==> src/rtl/comm_slave_frame.sv <==
// Responder end of the 3-byte command link: reassembles {cmd, data_hi, data_lo} from UART
// bytes into one command word and sends single-byte responses back through the UART TX.
module comm_slave_frame #(
  parameter int unsigned TIMEOUT_CYC = 500000,
  parameter int unsigned TO_W        = 19
) (
  input  logic        clk,
  input  logic        rst,
  input  logic [7:0]  rx_byte,
  input  logic        rx_rdy,
  output logic [7:0]  cmd,
  output logic [15:0] data,
  output logic        cmd_rdy,
  input  logic        clr_cmd_rdy,
  input  logic [7:0]  resp,
  input  logic        snd_resp,
  output logic [7:0]  tx_byte,
  output logic        trmt,
  input  logic        tx_done,
  output logic        resp_sent,
  output logic        frm_err
);

  localparam logic [TO_W-1:0] TimeoutMax = TO_W'(TIMEOUT_CYC - 1);

  typedef enum logic [1:0] {StIdle, StDhi, StDlo} rx_state_e;
  typedef enum logic {StTxIdle, StTxBusy} tx_state_e;

  rx_state_e       rx_state_q, rx_state_d;
  logic [TO_W-1:0] timer_q, timer_d;
  logic [7:0]      shadow_cmd_q, shadow_cmd_d;
  logic [7:0]      shadow_hi_q, shadow_hi_d;
  logic [7:0]      cmd_q, cmd_d;
  logic [15:0]     data_q, data_d;
  logic            cmd_rdy_q, cmd_rdy_d;
  logic            frm_err_q, frm_err_d;

  tx_state_e       tx_state_q, tx_state_d;
  logic [7:0]      tx_byte_q, tx_byte_d;
  logic            trmt_q, trmt_d;
  logic            resp_sent_q, resp_sent_d;

  always_comb begin
    rx_state_d   = rx_state_q;
    timer_d      = timer_q;
    shadow_cmd_d = shadow_cmd_q;
    shadow_hi_d  = shadow_hi_q;
    cmd_d        = cmd_q;
    data_d       = data_q;
    // The consumer's clear takes effect before any same-cycle commit.
    cmd_rdy_d    = cmd_rdy_q & ~clr_cmd_rdy;
    frm_err_d    = 1'b0;
    unique case (rx_state_q)
      StIdle: begin
        timer_d = '0;
        if (rx_rdy) begin
          shadow_cmd_d = rx_byte;
          rx_state_d   = StDhi;
        end
      end
      StDhi, StDlo: begin
        if (rx_rdy) begin
          timer_d = '0;
          if (rx_state_q == StDhi) begin
            shadow_hi_d = rx_byte;
            rx_state_d  = StDlo;
          end else begin
            rx_state_d = StIdle;
            if (cmd_rdy_q && !clr_cmd_rdy) begin
              frm_err_d = 1'b1;
            end else begin
              cmd_d     = shadow_cmd_q;
              data_d    = {shadow_hi_q, rx_byte};
              cmd_rdy_d = 1'b1;
            end
          end
        end else if (timer_q == TimeoutMax) begin
          rx_state_d   = StIdle;
          timer_d      = '0;
          shadow_cmd_d = '0;
          shadow_hi_d  = '0;
          frm_err_d    = 1'b1;
        end else begin
          timer_d = timer_q + 1'b1;
        end
      end
      default: rx_state_d = StIdle;
    endcase
  end

  always_comb begin
    tx_state_d  = tx_state_q;
    tx_byte_d   = tx_byte_q;
    trmt_d      = 1'b0;
    resp_sent_d = 1'b0;
    unique case (tx_state_q)
      StTxIdle: begin
        if (snd_resp) begin
          tx_byte_d  = resp;
          trmt_d     = 1'b1;
          tx_state_d = StTxBusy;
        end
      end
      StTxBusy: begin
        if (tx_done) begin
          resp_sent_d = 1'b1;
          tx_state_d  = StTxIdle;
        end
      end
      default: tx_state_d = StTxIdle;
    endcase
  end

  always_ff @(posedge clk) begin
    if (rst) begin
      rx_state_q   <= StIdle;
      timer_q      <= '0;
      shadow_cmd_q <= '0;
      shadow_hi_q  <= '0;
      cmd_q        <= '0;
      data_q       <= '0;
      cmd_rdy_q    <= 1'b0;
      frm_err_q    <= 1'b0;
      tx_state_q   <= StTxIdle;
      tx_byte_q    <= '0;
      trmt_q       <= 1'b0;
      resp_sent_q  <= 1'b0;
    end else begin
      rx_state_q   <= rx_state_d;
      timer_q      <= timer_d;
      shadow_cmd_q <= shadow_cmd_d;
      shadow_hi_q  <= shadow_hi_d;
      cmd_q        <= cmd_d;
      data_q       <= data_d;
      cmd_rdy_q    <= cmd_rdy_d;
      frm_err_q    <= frm_err_d;
      tx_state_q   <= tx_state_d;
      tx_byte_q    <= tx_byte_d;
      trmt_q       <= trmt_d;
      resp_sent_q  <= resp_sent_d;
    end
  end

  assign cmd       = cmd_q;
  assign data      = data_q;
  assign cmd_rdy   = cmd_rdy_q;
  assign frm_err   = frm_err_q;
  assign tx_byte   = tx_byte_q;
  assign trmt      = trmt_q;
  assign resp_sent = resp_sent_q;

endmodule
==> config.mk <==
export PLATFORM = sky130hd
export DESIGN_NAME = comm_slave_frame
export DESIGN_NICKNAME = d
export VERILOG_FILES = /design/src/rtl/comm_slave_frame.sv
export SDC_FILE = /design/constraint.sdc
export NUM_CORES = 1
export LEC_CHECK = 0
export CAP_MARGIN = 0
export CORE_MARGIN = 3
export CORE_UTILIZATION = 50
export CTS_CLUSTER_DIAMETER = 200
export DETAILED_ROUTE_END_ITERATION = 8
export DONT_BUFFER_PORTS = 1
export PLACE_DENSITY = 0.73
export SLEW_MARGIN = 30
export SYNTH_ARGS = -nofsm -noshare
export SYNTH_HDL_FRONTEND = slang
export SYNTH_SLANG_ARGS = --single-unit
export TNS_END_PERCENT = 20
==> constraint.sdc <==
create_clock -name clk -period 2 [get_ports clk]
set_input_delay 0.2 -clock clk [delete_from_list [all_inputs] [get_ports clk]]
set_output_delay 0.2 -clock clk [all_outputs]
set_load 0.01 [all_outputs]
==> metrics.cfg, run 1 <==
[worst_hold_path]
hold_depth=2
hold_start=tx_done
hp-class=in2reg
hold_path_end=tx_state_q

[yosys]
ys_warn_count=0
synth.yosys.seq_area_share_pct=49.6
netlist_area_sq_um=2980
synth_top_flop_cell=dfxtp_1
synth_area_per_cell_sq_um=8.80
syn-num-nets=365
synth_top_cell_area_share_pct=49.6
synthDominantAreaCellType=dfxtp_1
synth-seq-cells=74
yosys-top-cells-area=dfxtp_1 (50%), nand2_1 (9.2%), a21oi_1 (8.2%), a22oi_1 (2.8%), xnor2_1 (2.6%)
yosysUniqueCellTypes=46
syn_inst=339
ys_async_sr_fraction_pct=0
synth_edf_count=0

[pwr]
p_total_mw=3.01
power.density_nw_per_um2=868
power.leakage_nw=1.19
p_switching_mw=0.745
p_clk_share_pct=37.9
comb_power_share_pct=8.6
ir_drop_uv=577
switching_share_pct=24.8
power.internal_mw=2.26
seq_power_share_pct=53.5

[cells_and_area]
multi_input_area_sq_um=1380
syn2layout_area_growth_pct=16.0
final_cell_mix=dfxtp_1 (74), nand2_1 (73), a21oi_1 (49)
drive_gt1_share_pct=9.29
final_common_cell=dfxtp_1
fillers=469
fin_area_sq_um=3460
fin_cells=438
fin_nets=388
seqCellArea_sq_um=1480
diodes=0

[grt]
grt_pass1_vias=2356
track_usage_pct=19.7
overflow=0
antenna_found_initial=0
grt_pass1_wl_mm=11.1
grt_max_degree=37

[clocking]
clock_path_buffers=2
worst_skew_pair.late_latency_ns=0.35
htreeDepth=3
clk_pin_slew_worst_paths_ns=0.08
cts_root_buffer=clkbuf_8
post-cts-setup-buffers=0
cts_sinks=74
cts_tree=done
numCtsBuffers=9

[floorplanning]
start_util_pct=52.9
core_area_sq_um=5640
dieWidth_um=83.3
io_pins=58
design.die.area_sq_um=6930
die_y_um=83.3
std_cell_rows=27

[drt]
detail-route-antenna-nets=0
wl_per_cell_um=15.2
drc=0
drt_iter0_markers=177
vias_per_cell=5.63
vias=2464
routed_wl_mm=6.64
first_pass_iters=5

[worst_setup_path]
worstPathArrival_ns=2.12
start_kind=flip-flop
worst_setup_path_end_kind=flip-flop
regToRegEndpoint=timer_q[15]
cp.required_ns=2.26
path_max_fanout=4
r2r-start=rx_state_q[0]
path_class=reg2reg
rrSetupSlack_ns=0.15
r2r_cells=5

[sta]
period_minus_slack_ns=1.85
fin_ws_ns=0.146
tns_ns=0
relSlewSlack_pct=61.6
final_max_slew_viol_count=0
rsz0062_at_grt=false
setup_viol=0
report.final.hold_viol_count=0
clock_skew_ns=0.00944
fmax_mhz=539
fin_crit_sh_pct=92.7
tightest_slew_ns=0.574

[placement]
gp_congestion=0.791
dp_hpwl_mm=4.40
place_ws_ns=0.165
place_area_sq_um=3080
port_buffers=0
dpl.cell_count=405

[job]
cap_violations=0

[run_status]
status=complete, no violations

## cell usage after synthesis, types with 3 or more instances
master / instances
a21oi_1: 49
a22o_1: 8
a22oi_1: 11
buf_1: 3
clkbuf_1: 10
dfxtp_1: 74
ha_1: 4
inv_1: 16
nand2_1: 73
nand2b_1: 6
nand3_1: 5
nor2_1: 8
nor2b_1: 4
nor4_1: 4
o21ai_0: 10
o31ai_1: 3
or3_1: 5
xnor2_1: 9
xor2_1: 3
## state kept, by name, summed over array words and instances (netlist names)
register	count
timer_q	19
data	16
cmd	8
shadow_cmd_q	8
shadow_hi_q	8
tx_byte	8
rx_state_q	2
cmd_rdy	1
frm_err	1
resp_sent	1
trmt	1
tx_state_q	1
## power by group through the flow
stage,clock (mW),sequential (mW),combinational (mW)
after global placement,0,1.64,0.199
after detailed placement,0,1.64,0.206
final,1.14,1.61,0.259
after global routing,1.23,1.62,0.289
after CTS,1.17,1.61,0.257
after floorplan,0,1.63,0.170
## cell families after synthesis
family                     synth area share [%]
buffers and inverters                      4.19
adders and majority gates                  1.68
AOI/OAI and AO/OA                          19.1
xor gates and xnor gates                   3.52
DFF                                        49.6
and+or+nand+nor                            21.9
## layout make-up
class                           count  area share, %
Multi-Input combinational cell    234           39.8
Clock buffer                       11           4.09
Timing Repair Buffer               27           7.45
Tap cell                           72           2.60
Sequential cell                    74           42.8
Clock inverter                      4           1.52
Inverter                           16           1.74
## metal layers
metal | vias to the layer above | share of wire, % | GRT usage (%)
met5 | - | 0 | 0
met4 | 0 | 1.4 | 8.92
met3 | 10 | 7.6 | 6.05
met2 | 85 | 43 | 29.2
met1 | 1137 | 48 | 26.3
li1 | 1232 | - | -
## how the worst max path moves through the flow
stage / endpoint / from / slack (ns)
2_1_floorplan: timer_q[15] / rx_state_q[0] / 0.19
3_3_place_gp: timer_q[17] / rx_state_q[0] / 0.25
3_5_place_dp: timer_q[15] / rx_state_q[0] / 0.16
4_1_cts: timer_q[15] / rx_state_q[0] / 0.15
5_1_grt: timer_q[15] / rx_state_q[0] / 0.01
6_report: timer_q[15] / rx_state_q[0] / 0.15
## what timing repair did
item,in CTS,in global routing
hold buffers,18,0
hold endpoints to repair,53,0
resized for setup,0,0
## critical path: stages, from the launching register on
cell and delay [ns]:
dfxtp_1 0.35, ha_1 0.24, nand4b_2 0.22, or3_1 0.43, or3_1 0.36, a22oi_1 0.17
## through the flow
step	utilization, %	hold slack, ns
2_1_floorplan	-	0.326
3_3_place_gp	54.5	0.278
3_5_place_dp	54.5	0.281
4_1_cts	61.3	0.0166
5_1_grt	61.3	0.0404
6_report	61.3	0.0365
No activity file was read; power rests on OpenSTA's default activity.
==> run 2: changes to the inputs <==
--- a/config.mk
+++ b/config.mk
@@ -5,6 +5,7 @@
 export SDC_FILE = /design/constraint.sdc
 export NUM_CORES = 1
 export LEC_CHECK = 0
+export ABC_CLOCK_PERIOD_IN_PS = 2000
 export CAP_MARGIN = 0
 export CORE_MARGIN = 3
 export CORE_UTILIZATION = 50
@@ -12,6 +13,7 @@
 export DETAILED_ROUTE_END_ITERATION = 8
 export DONT_BUFFER_PORTS = 1
 export PLACE_DENSITY = 0.73
+export SETUP_SLACK_MARGIN = 0.15
 export SLEW_MARGIN = 30
 export SYNTH_ARGS = -nofsm -noshare
 export SYNTH_HDL_FRONTEND = slang
==> run 2 against run 1 <==
Compared with the run above:
- die area did not move
- register-to-register slack improved by 0.04 ns
- critical path type unchanged
- largest cell class unchanged
- clock power hardly changed
- combinational power increased by 2%
- flip-flop and latch count unchanged
==> metrics.cfg, run 2 (synthesized netlist as in run 1, its figures left out) <==
[grt]
grt_pass1_vias=2356  ; unchanged
grt_max_degree=37  ; unchanged
antenna_found_initial=0  ; unchanged
busiest_layer=met2
overflow=0  ; unchanged
grt_pass1_wl_mm=11.1  ; unchanged
met1_usage_pct=26.3  ; unchanged
grt_use_met3_pct=6.05  ; unchanged
grt.met2_usage_pct=29.2  ; unchanged
track_usage_pct=19.7  ; unchanged

[clocking]
numCtsBuffers=9  ; unchanged
clk_pin_slew_worst_paths_ns=0.08  ; about the same
clock_path_buffers=2  ; unchanged
cts_root_buffer=clkbuf_8
worst_skew_pair.late_latency_ns=0.35  ; about the same
cts_tree=done
htreeDepth=3  ; unchanged
cts_sinks=74  ; unchanged

[floorplanning]
dieWidth_um=83.3  ; unchanged
std_cell_rows=27  ; unchanged
die_y_um=83.3  ; unchanged
io_pins=58  ; unchanged
start_util_pct=52.9  ; unchanged
design.die.area_sq_um=6930  ; unchanged
core_area_sq_um=5640  ; unchanged

[cells_and_area]
fin_nets=390  ; +0.52%
fin_area_sq_um=3510  ; +1.4%
final_cell_mix=nand2_1 (73), dfxtp_1 (73), a21oi_1 (49)
syn2layout_area_growth_pct=17.6
largest_reg_flops=19  ; unchanged
fillers=461  ; -1.7%
regMostFlops=timer_q
fin_util_pct=62.2  ; +0.86 points
drive_gt1_share_pct=11.1  ; +1.9 points
diodes=0  ; unchanged

[sta]
report.final.hold_viol_count=0  ; unchanged
clock_skew_ns=0.00940  ; -0.0000346 ns
fmax_mhz=553  ; +2.5%
rsz0062_at_grt=true
setup_viol=0  ; unchanged
fin_crit_sh_pct=90.5  ; -2.2 points
relSlewSlack_pct=60.4  ; -1.1 points
tightest_slew_ns=0.592  ; +0.0176 ns
tns_ns=0  ; unchanged
final_max_slew_viol_count=0  ; unchanged
period_minus_slack_ns=1.81  ; -0.0444 ns

[pwr]
ir_drop_uv=579  ; +0.29%
power.density_nw_per_um2=857  ; -1.3%
power.leakage_nw=1.21  ; +1.3%

[worst_setup_path]
start_kind=flip-flop
r2r-start=rx_state_q[0]
critPathSlowestCell=or3_4
path_max_fanout=4  ; unchanged
max_stage_delay_ns=0.42  ; about the same
worst_setup_path_end_kind=flip-flop
worstPathArrival_ns=2.08  ; -0.04 ns
path_class=reg2reg
r2r_cells=5  ; unchanged
critPathLaunch=rx_state_q[0]
path_cells=ha_1, nand3b_1, or3_4, or4_4, a22oi_2
cp.required_ns=2.27  ; about the same

[worst_hold_path]
hold_depth=2  ; unchanged
hold_start=tx_done
hp-class=in2reg

[drt]
routed_wl_mm=6.78  ; +2.1%
vias_per_cell=5.62  ; about the same
first_pass_iters=5  ; unchanged
wl_per_cell_um=15.4  ; +1.6%
drt_iter0_markers=166  ; -6.2%
drc=0  ; unchanged
vias=2474  ; +0.41%
detail-route-antenna-nets=0  ; unchanged

[placement]
port_buffers=0  ; unchanged
gp_congestion=0.791  ; unchanged
dp_hpwl_mm=4.40  ; unchanged
place_area_sq_um=3080  ; unchanged

[job]
cap_violations=0  ; unchanged

[run_status]
status=complete, no violations

[run 2: final timing paths]
kind,slack (ns),endpoint
worst max-delay path,0.19,timer_q[18]
worst min-delay path,0.04,tx_state_q
worst max register to register,0.19,timer_q[18]
worst min register to register,0.46,cmd[7]
[run 2: repair_timing]
item                                   in CTS  in global routing
hold buffers                               18                  0
gates resized for setup                     0                  6
setup buffers                               0                  2
endpoints found under the hold margin      53                  0
setup endpoints to repair                   0                 26
[run 2: where the power goes]
part	internal, mW	switching [mW]
clock	0.606	0.530
sequential	1.55	0.0620
combinational	0.111	0.152
total	2.26	0.744
[run 2: through the flow]
stage               total power [mW]  worst slack, ns  hold WS (ns)  cells
finish                          3.01            0.191        0.0389    440
global route                    3.14           0.0909        0.0404    440
CTS                             3.03            0.150        0.0166    438
detailed placement              1.85            0.165         0.281    405
global placement                1.84            0.251         0.278    405
floorplan                       1.80            0.194         0.326    339
[run 2: routing by layer]
layer	part of all wire, %	routed length, um
met3	6.5	443
met2	44	2980
met4	1.1	72
met1	48	3280
met5	0	0
[run 2: area by class of cell]
cell class / instances / area (sq um) / share of cell area [%]
Clock inverter: 4 / 52.6 / 1.50
Tap cell: 72 / 90.1 / 2.57
Inverter: 16 / 60.1 / 1.71
Sequential cell: 74 / 1480 / 42.2
Timing Repair Buffer: 29 / 273 / 7.77
Multi-Input combinational cell: 234 / 1410 / 40.2
Clock buffer: 11 / 141 / 4.03
[run 2: worst max-delay path, delay by kind of cell, from the launching register on]
family / cells / cell delay (ns)
and+or+nand+nor: 3 / 1.03
DFF: 1 / 0.34
adders and majority gates: 1 / 0.23
AOI/OAI and AO/OA: 1 / 0.14
